===== src/rtl/matrix_operand_feeder_pkg.sv =====
`default_nettype none
// ============================================================================
//  matmul_pkg
//  Shared dimension helpers, feeder state encoding and row slot placement.
//  Revision: 1.0
// ============================================================================
package matmul_pkg;

    localparam int c_max_bus_width = 64;
    localparam int c_max_dim       = 4;
    localparam int c_max_vec_width = c_max_bus_width * c_max_dim;

    typedef enum logic [1:0] {
        FS_IDLE = 2'd0,
        FS_FEED = 2'd1,
        FS_WAIT = 2'd2,
        FS_FIN  = 2'd3
    } feeder_state_e;

    function automatic int calc_dim(input int bus_width, input int data_width);
        return bus_width / data_width;
    endfunction

    function automatic int calc_row_w(input int dim);
        return (dim > 1) ? $clog2(dim) : 1;
    endfunction

    // Slot 0 lands in the MSBs of a dim*bus_width vector; callers truncate.
    function automatic logic [c_max_vec_width-1:0] place_slot(
        input logic [c_max_bus_width-1:0] row,
        input int                         slot,
        input int                         dim,
        input int                         bus_width
    );
        logic [c_max_vec_width-1:0] v;
        v = '0;
        v[c_max_bus_width-1:0] = row;
        return v << ((dim - 1 - slot) * bus_width);
    endfunction

endpackage
`default_nettype wire


===== src/rtl/matrix_operand_feeder_if.sv =====
`default_nettype none
// ============================================================================
//  matrix_operand_feeder_if
//  Write port, control and multiplier-side signals of the operand feeder.
//  Revision: 1.0
// ============================================================================
interface matrix_operand_feeder_if #(
    parameter int BUS_WIDTH  = 32,
    parameter int DATA_WIDTH = 8
);
    import matmul_pkg::*;

    localparam int DIM   = calc_dim(BUS_WIDTH, DATA_WIDTH);
    localparam int ROW_W = calc_row_w(DIM);

    logic                     wr_en_i;
    logic                     wr_sel_i;
    logic [ROW_W-1:0]         wr_row_i;
    logic [BUS_WIDTH-1:0]     wr_data_i;
    logic                     go_i;
    logic                     busy_i;
    logic                     done_i;
    logic                     ready_o;
    logic [DIM*BUS_WIDTH-1:0] a_row_o;
    logic [DIM*BUS_WIDTH-1:0] b_col_o;
    logic                     start_bit_o;
    logic                     done_o;
    logic                     err_o;

    modport master (
        output wr_en_i, wr_sel_i, wr_row_i, wr_data_i, go_i, busy_i, done_i,
        input  ready_o, a_row_o, b_col_o, start_bit_o, done_o, err_o
    );

    modport slave (
        input  wr_en_i, wr_sel_i, wr_row_i, wr_data_i, go_i, busy_i, done_i,
        output ready_o, a_row_o, b_col_o, start_bit_o, done_o, err_o
    );

endinterface
`default_nettype wire


===== src/rtl/matrix_operand_feeder_row_bank.sv =====
`default_nettype none
// ============================================================================
//  matrix_row_bank
//  DIM x BUS_WIDTH register file, one write port, combinational indexed read.
//  Revision: 1.0
// ============================================================================
module matrix_row_bank #(
    parameter int DIM       = 4,
    parameter int BUS_WIDTH = 32,
    parameter int ROW_W     = 2
) (
    input  wire logic                 clk,
    input  wire logic                 rst,
    input  wire logic                 wr_en,
    input  wire logic [ROW_W-1:0]     wr_row,
    input  wire logic [BUS_WIDTH-1:0] wr_data,
    input  wire logic [ROW_W-1:0]     rd_row,
    output logic      [BUS_WIDTH-1:0] rd_data
);

    logic [BUS_WIDTH-1:0] r_mem [DIM];

    always_ff @(posedge clk or posedge rst) begin
        if (rst) begin
            for (int i = 0; i < DIM; i++) begin
                r_mem[i] <= '0;
            end
        end else if (wr_en && (int'(wr_row) < DIM)) begin
            r_mem[wr_row] <= wr_data;
        end
    end

    assign rd_data = (int'(rd_row) < DIM) ? r_mem[rd_row] : '0;

endmodule
`default_nettype wire


===== src/rtl/matrix_operand_feeder.sv =====
`default_nettype none
// ============================================================================
//  matrix_operand_feeder
//  Buffers A/B matrices and streams them row-by-row into the multiplier.
//  Revision: 1.0
// ============================================================================
module matrix_operand_feeder
    import matmul_pkg::*;
#(
    parameter int BUS_WIDTH  = 32,
    parameter int DATA_WIDTH = 8,
    parameter int TIMEOUT    = 64
) (
    input  wire logic               clk_i,
    input  wire logic               rst_ni,
    matrix_operand_feeder_if.slave  bus
);

    localparam int DIM   = calc_dim(BUS_WIDTH, DATA_WIDTH);
    localparam int ROW_W = calc_row_w(DIM);
    localparam int VEC_W = DIM * BUS_WIDTH;
    localparam int TO_W  = $clog2(TIMEOUT + 1);

    localparam logic [1:0]       c_st_idle  = FS_IDLE;
    localparam logic [1:0]       c_st_feed  = FS_FEED;
    localparam logic [1:0]       c_st_wait  = FS_WAIT;
    localparam logic [1:0]       c_st_fin   = FS_FIN;
    localparam logic [TO_W-1:0]  c_to_last  = TO_W'(TIMEOUT - 1);
    localparam logic [ROW_W-1:0] c_last_row = ROW_W'(DIM - 1);

    logic [1:0]           r_state;
    logic [ROW_W-1:0]     r_k;
    logic [TO_W-1:0]      r_tcnt;
    logic [VEC_W-1:0]     r_a_row;
    logic [VEC_W-1:0]     r_b_col;
    logic                 r_start;
    logic                 r_done;
    logic                 r_err;

    logic                 w_idle;
    logic                 w_wr_en;
    logic [ROW_W-1:0]     w_rd_row;
    logic [BUS_WIDTH-1:0] w_a_rd;
    logic [BUS_WIDTH-1:0] w_b_rd;
    logic [VEC_W-1:0]     w_a_slot;
    logic [VEC_W-1:0]     w_b_slot;
    logic                 w_unused_busy;

    assign w_idle        = (r_state == c_st_idle);
    assign w_wr_en       = w_idle & bus.wr_en_i;
    assign w_unused_busy = bus.busy_i;

    // Reads look one row ahead so the registered outputs show row k in cycle k.
    assign w_rd_row = (r_state == c_st_feed) ? ROW_W'(r_k + 1'b1) : '0;

    matrix_row_bank #(
        .DIM       (DIM),
        .BUS_WIDTH (BUS_WIDTH),
        .ROW_W     (ROW_W)
    ) u_bank_a (
        .clk     (clk_i),
        .rst     (rst_ni),
        .wr_en   (w_wr_en & ~bus.wr_sel_i),
        .wr_row  (bus.wr_row_i),
        .wr_data (bus.wr_data_i),
        .rd_row  (w_rd_row),
        .rd_data (w_a_rd)
    );

    matrix_row_bank #(
        .DIM       (DIM),
        .BUS_WIDTH (BUS_WIDTH),
        .ROW_W     (ROW_W)
    ) u_bank_b (
        .clk     (clk_i),
        .rst     (rst_ni),
        .wr_en   (w_wr_en & bus.wr_sel_i),
        .wr_row  (bus.wr_row_i),
        .wr_data (bus.wr_data_i),
        .rd_row  (w_rd_row),
        .rd_data (w_b_rd)
    );

    always_comb begin
        logic [c_max_bus_width-1:0] v_a_ext;
        logic [c_max_bus_width-1:0] v_b_ext;
        v_a_ext = '0;
        v_b_ext = '0;
        v_a_ext[BUS_WIDTH-1:0] = w_a_rd;
        v_b_ext[BUS_WIDTH-1:0] = w_b_rd;
        w_a_slot = VEC_W'(place_slot(v_a_ext, int'(w_rd_row), DIM, BUS_WIDTH));
        w_b_slot = VEC_W'(place_slot(v_b_ext, int'(w_rd_row), DIM, BUS_WIDTH));
    end

    always_ff @(posedge clk_i or posedge rst_ni) begin
        if (rst_ni) begin
            r_state <= c_st_idle;
            r_k     <= '0;
            r_tcnt  <= '0;
            r_a_row <= '0;
            r_b_col <= '0;
            r_start <= 1'b0;
            r_done  <= 1'b0;
            r_err   <= 1'b0;
        end else begin
            case (r_state)
                c_st_idle: begin
                    // A write in the same cycle as go takes priority.
                    if (!bus.wr_en_i && bus.go_i) begin
                        r_state <= c_st_feed;
                        r_k     <= '0;
                        r_a_row <= w_a_slot;
                        r_b_col <= w_b_slot;
                        r_start <= 1'b1;
                        r_err   <= 1'b0;
                    end
                end
                c_st_feed: begin
                    r_start <= 1'b0;
                    if (r_k == c_last_row) begin
                        r_a_row <= '0;
                        r_b_col <= '0;
                        r_tcnt  <= '0;
                        r_state <= c_st_wait;
                    end else begin
                        r_k     <= r_k + 1'b1;
                        r_a_row <= w_a_slot;
                        r_b_col <= w_b_slot;
                    end
                end
                c_st_wait: begin
                    r_tcnt <= r_tcnt + 1'b1;
                    if (bus.done_i) begin
                        r_done  <= 1'b1;
                        r_state <= c_st_fin;
                    end else if (r_tcnt == c_to_last) begin
                        r_err   <= 1'b1;
                        r_state <= c_st_idle;
                    end
                end
                c_st_fin: begin
                    r_done  <= 1'b0;
                    r_state <= c_st_idle;
                end
                default: r_state <= c_st_idle;
            endcase
        end
    end

    assign bus.ready_o     = w_idle;
    assign bus.a_row_o     = r_a_row;
    assign bus.b_col_o     = r_b_col;
    assign bus.start_bit_o = r_start;
    assign bus.done_o      = r_done;
    assign bus.err_o       = r_err;

endmodule
`default_nettype wire


===== src/flat_wrapper.sv =====
// flat-port wrapper written by rule: the top's interface ports become plain ports
module matrix_operand_feeder_flat import matmul_pkg::*;
#(
    parameter int BUS_WIDTH  = 32,
    parameter int DATA_WIDTH = 8,
    parameter int TIMEOUT    = 64
)
  (clk_i, rst_ni, bus_wr_en_i, bus_wr_sel_i, bus_wr_row_i, bus_wr_data_i, bus_go_i, bus_busy_i, bus_done_i, bus_ready_o, bus_a_row_o, bus_b_col_o, bus_start_bit_o, bus_done_o, bus_err_o);
  matrix_operand_feeder_if #(.BUS_WIDTH(BUS_WIDTH), .DATA_WIDTH(DATA_WIDTH)) bus_i ();
  input  wire logic clk_i;
  input  wire logic rst_ni;
  input wire logic [$bits(bus_i.wr_en_i)-1:0] bus_wr_en_i;
  input wire logic [$bits(bus_i.wr_sel_i)-1:0] bus_wr_sel_i;
  input wire logic [$bits(bus_i.wr_row_i)-1:0] bus_wr_row_i;
  input wire logic [$bits(bus_i.wr_data_i)-1:0] bus_wr_data_i;
  input wire logic [$bits(bus_i.go_i)-1:0] bus_go_i;
  input wire logic [$bits(bus_i.busy_i)-1:0] bus_busy_i;
  input wire logic [$bits(bus_i.done_i)-1:0] bus_done_i;
  output wire logic [$bits(bus_i.ready_o)-1:0] bus_ready_o;
  output wire logic [$bits(bus_i.a_row_o)-1:0] bus_a_row_o;
  output wire logic [$bits(bus_i.b_col_o)-1:0] bus_b_col_o;
  output wire logic [$bits(bus_i.start_bit_o)-1:0] bus_start_bit_o;
  output wire logic [$bits(bus_i.done_o)-1:0] bus_done_o;
  output wire logic [$bits(bus_i.err_o)-1:0] bus_err_o;
  assign bus_i.wr_en_i = bus_wr_en_i;
  assign bus_i.wr_sel_i = bus_wr_sel_i;
  assign bus_i.wr_row_i = bus_wr_row_i;
  assign bus_i.wr_data_i = bus_wr_data_i;
  assign bus_i.go_i = bus_go_i;
  assign bus_i.busy_i = bus_busy_i;
  assign bus_i.done_i = bus_done_i;
  assign bus_ready_o = bus_i.ready_o;
  assign bus_a_row_o = bus_i.a_row_o;
  assign bus_b_col_o = bus_i.b_col_o;
  assign bus_start_bit_o = bus_i.start_bit_o;
  assign bus_done_o = bus_i.done_o;
  assign bus_err_o = bus_i.err_o;
  matrix_operand_feeder #(.BUS_WIDTH(BUS_WIDTH), .DATA_WIDTH(DATA_WIDTH), .TIMEOUT(TIMEOUT)) u_core (.clk_i(clk_i), .rst_ni(rst_ni), .bus(bus_i));
endmodule

===== config.mk =====
export PLATFORM = sky130hd
export DESIGN_NAME = matrix_operand_feeder_flat
export DESIGN_NICKNAME = d
export VERILOG_FILES = /design/src/rtl/matrix_operand_feeder_pkg.sv /design/src/rtl/matrix_operand_feeder_if.sv /design/src/rtl/matrix_operand_feeder_row_bank.sv /design/src/rtl/matrix_operand_feeder.sv /design/src/flat_wrapper.sv
export SDC_FILE = /design/constraint.sdc
export NUM_CORES = 1
export LEC_CHECK = 0
export ABC_AREA = 0
export CAP_MARGIN = 25
export CORE_MARGIN = 3
export CORE_UTILIZATION = 54
export DETAILED_ROUTE_END_ITERATION = 16
export PLACE_DENSITY = 0.79
export SYNTH_ARGS = -nofsm -noshare
export SYNTH_HDL_FRONTEND = slang
export SYNTH_HIERARCHICAL = 1
export SYNTH_SLANG_ARGS = --single-unit

===== constraint.sdc =====
create_clock -name clk_i -period 9.65 [get_ports clk_i]
set_input_delay 0.965 -clock clk_i [delete_from_list [all_inputs] [get_ports clk_i]]
set_output_delay 0.965 -clock clk_i [all_outputs]
set_load 0.005 [all_outputs]

==> out/metrics.cfg <==
[place]
port_buffers=299
hpwl_mm=33.1
pre_cts_slack_ns=5.65
placed_cells=2018
gp_congestion=0.771

[synthesis]
async_flop_share_pct=100
synth_ff_type=dfrtp_1
ys_seq_elements=526
avgSynthCellArea_um2=16.2
synth_edf_count=0
yosysSeqAreaShare_pct=63.2
synth_commonest_cells=dfrtp_1, a22o_1, mux2_2, mux4_2, buf_2
synth_area_leaders=dfrtp_1, mux2_2, a22o_1
netlist_area_um2=20800
synth_cell_types=46
synth_top_area_share_pct=63.2
postSynthCellCount=1285
yosys_warnings=6
synth.largest_area_cell=dfrtp_1
syn-num-nets=1328
synth_most_common_cell=dfrtp_1

[die]
die_h_um=202
fp.dieW_um=202
initial_core_util_pct=55.0
core_um2=37800
io_pins=301
rows=71
die_area_um2=41000

[worst_hold_path]
holdPathStages=1
min_path_type=reg2reg

[timing]
setup_viol=0
fin_ws_ns=6.12
hold_viol=0
clock.fmax_mhz=284
slew_headroom_pct=28.8
period_needed_ns=3.53
period_share_pct=36.5
fin_skew_ns=0.0135
maxSlewViolCount=0
worstMarginPinSlew_ns=1.07
rsz0062_at_grt=false
tns_ns=0

[grt]
grt_pass1_vias=13300
grt_pass1_wl_mm=80.4
grt_max_degree=163
grt.total_usage_pct=25.1
grtUsageMet2_pct=39.0
antenna_found_initial=3
use_met3_pct=5.46
top_usage_layer=met2
grt-ovfl-total=0
gr-usage-met1_pct=37.0

[final_layout]
area_growth_pct=25.0
fin_cells=2119
nNetsFinal=1607
drive_gt1_share_pct=27.4
utilization_pct=68.8

[pwr]
powerDensity_nw_per_um2=347
finalPower_mw=9.03
switching_share_pct=33.5
peakVddDrop_uv=206
p_comb_share_pct=38.9
p_clk_share_pct=22.5
intPower_mw=6.01
switching_power_mw=3.02
leakagePower_nw=11.5
p_seq_share_pct=38.6

[setup_path]
cp.arrival_ns=3.99
cp_slowest_cell=buf_4
worstSetupPathType=reg2reg
slowest_delay_ns=0.72
cp_num_cells=6
cp_num_buf_inv=2
crit_chain=ha_1 -> nand3b_1 -> inv_4 -> buf_4 -> mux4_2 -> a22o_1
worstPathMaxFanout=39
reg2reg_depth=6
crit_required_ns=10.12
worst_setup_path_end_kind=register
worstSetupStartpointType=register
critical_path.top_delay_family=buffers and inverters

[clock_tree]
cts_tree=done
root_buffer=clkbuf_16
hold_buffers=0
path_clk_slew_ns=0.06
insertion_delay_ns=0.59
cts_sinks=526
cts-resized-gates=0
cts.htree.levels=2
clock_path_buffers=3
cts_buffers=52
cts_setup_buffers=0

[route]
routed_wl_mm=51.7
wl_per_cell_um=24.4
ant_nets=0
vias=12800
drtPass1Iterations=5
drt-vias-per-instance=6.05
drt-initial-drc-count=857
drc=0

[status]
run_status=finished clean

[run]
cap_violations=0

==> cell families (layout without fill, tap and decap cells) <==
group | Yosys count | count (layout) | synth area share, %
DFF | 526 | 526 | 63.2
muxes | 321 | 321 | 20.8
AOI/OAI and AO/OA | 284 | 284 | 11.7
buffers and inverters | 104 | 424 | 2.66
and+or+nand+nor | 48 | 48 | 1.50
adders and majority gates | 2 | 2 | 0.120
other | 0 | 3 | 0
==> worst reg2reg max path: stages (launching register included) <==
cell and delay [ns]:
dfrtp_1 0.53, ha_1 0.46, nand3b_1 0.25, inv_4 0.44
buf_4 0.74, mux4_2 0.74, a22o_1 0.26
==> power by group through the flow <==
stage / logic [mW] / clock network, mW / registers (mW)
4_1_cts: 3.51 / 2.07 / 3.48
2_1_floorplan: 2.27 / 0 / 3.39
5_1_grt: 3.76 / 2.16 / 3.58
3_5_place_dp: 3.49 / 0 / 3.51
3_3_place_gp: 3.38 / 0 / 3.45
6_report: 3.51 / 2.03 / 3.49
==> stage by stage <==
| step | instance area, um^2 | hold WS (ns) |
|---|---|---|
| 5_1_grt | 26000 | 0.507 |
| 2_1_floorplan | 20800 | 0.453 |
| 6_report | 26000 | 0.489 |
| 3_5_place_dp | 24200 | 0.476 |
| 4_1_cts | 26000 | 0.489 |
| 3_3_place_gp | 24100 | 0.464 |
==> area by class of cell <==
cell class	instances	area [um^2]
Antenna cell	3	7.51
Clock inverter	19	209
Tap cell	511	639
Fill cell	2565	11800
Inverter	5	33.8
Clock buffer	76	1530
Timing Repair Buffer	324	3290
Sequential cell	526	13200
Multi-Input combinational cell	655	7160
==> state kept, by name, summed over array words and instances, names as in the netlist <==
name,cells
u_core/bus.a_row_o,128
u_core/bus.done_o,1
u_core/u_bank_a/r_mem,128
u_core/r_tcnt,7
u_core/bus.b_col_o,128
u_core/r_k,2
u_core/u_bank_b/r_mem,128
u_core/bus.err_o,1
u_core/r_state,2
u_core/bus.start_bit_o,1
==> per-layer routing <==
metal	up-vias	share of wire, %
met1	6875	45
met4	2	1.8
met3	64	6.0
met2	378	47
li1	5499	-
met5	-	0.025
==> placed cells by master (no fill, tap or decap), drive strengths merged, types with 2 or more instances in the layout <==
| cell | instances |
|---|---|
| a21o | 2 |
| o21ai | 6 |
| a21oi | 7 |
| diode | 3 |
| nand4b | 2 |
| o211ai | 2 |
| nor3b | 4 |
| nor4 | 2 |
| inv | 8 |
| mux2 | 256 |
| nand3 | 5 |
| clkbuf | 76 |
| clkdlybuf4s50 | 299 |
| nand2b | 4 |
| ha | 2 |
| nor3 | 2 |
| buf | 25 |
| bufinv | 4 |
| nand3b | 6 |
| a22o | 258 |
| clkinv | 11 |
| nand2 | 11 |
| mux4 | 64 |
| nor2 | 5 |
| dfrtp | 526 |
==> final timing paths <==
check	startpoint	endpoint	slack, ns
worst max-delay path	u_core/r_k[0]	u_core/bus.b_col_o[48]	6.12
worst min-delay path	u_core/u_bank_a/r_mem[121]	u_core/u_bank_a/r_mem[121]	0.49
worst max register to register	u_core/r_k[0]	u_core/bus.b_col_o[48]	6.12
worst min register to register	u_core/u_bank_a/r_mem[121]	u_core/u_bank_a/r_mem[121]	0.49
max in group asynchronous	rst_ni	u_core/bus.a_row_o[5]	7.18
min in group asynchronous	rst_ni	u_core/u_bank_b/r_mem[56]	0.87
(Power assumes the default switching activity.)
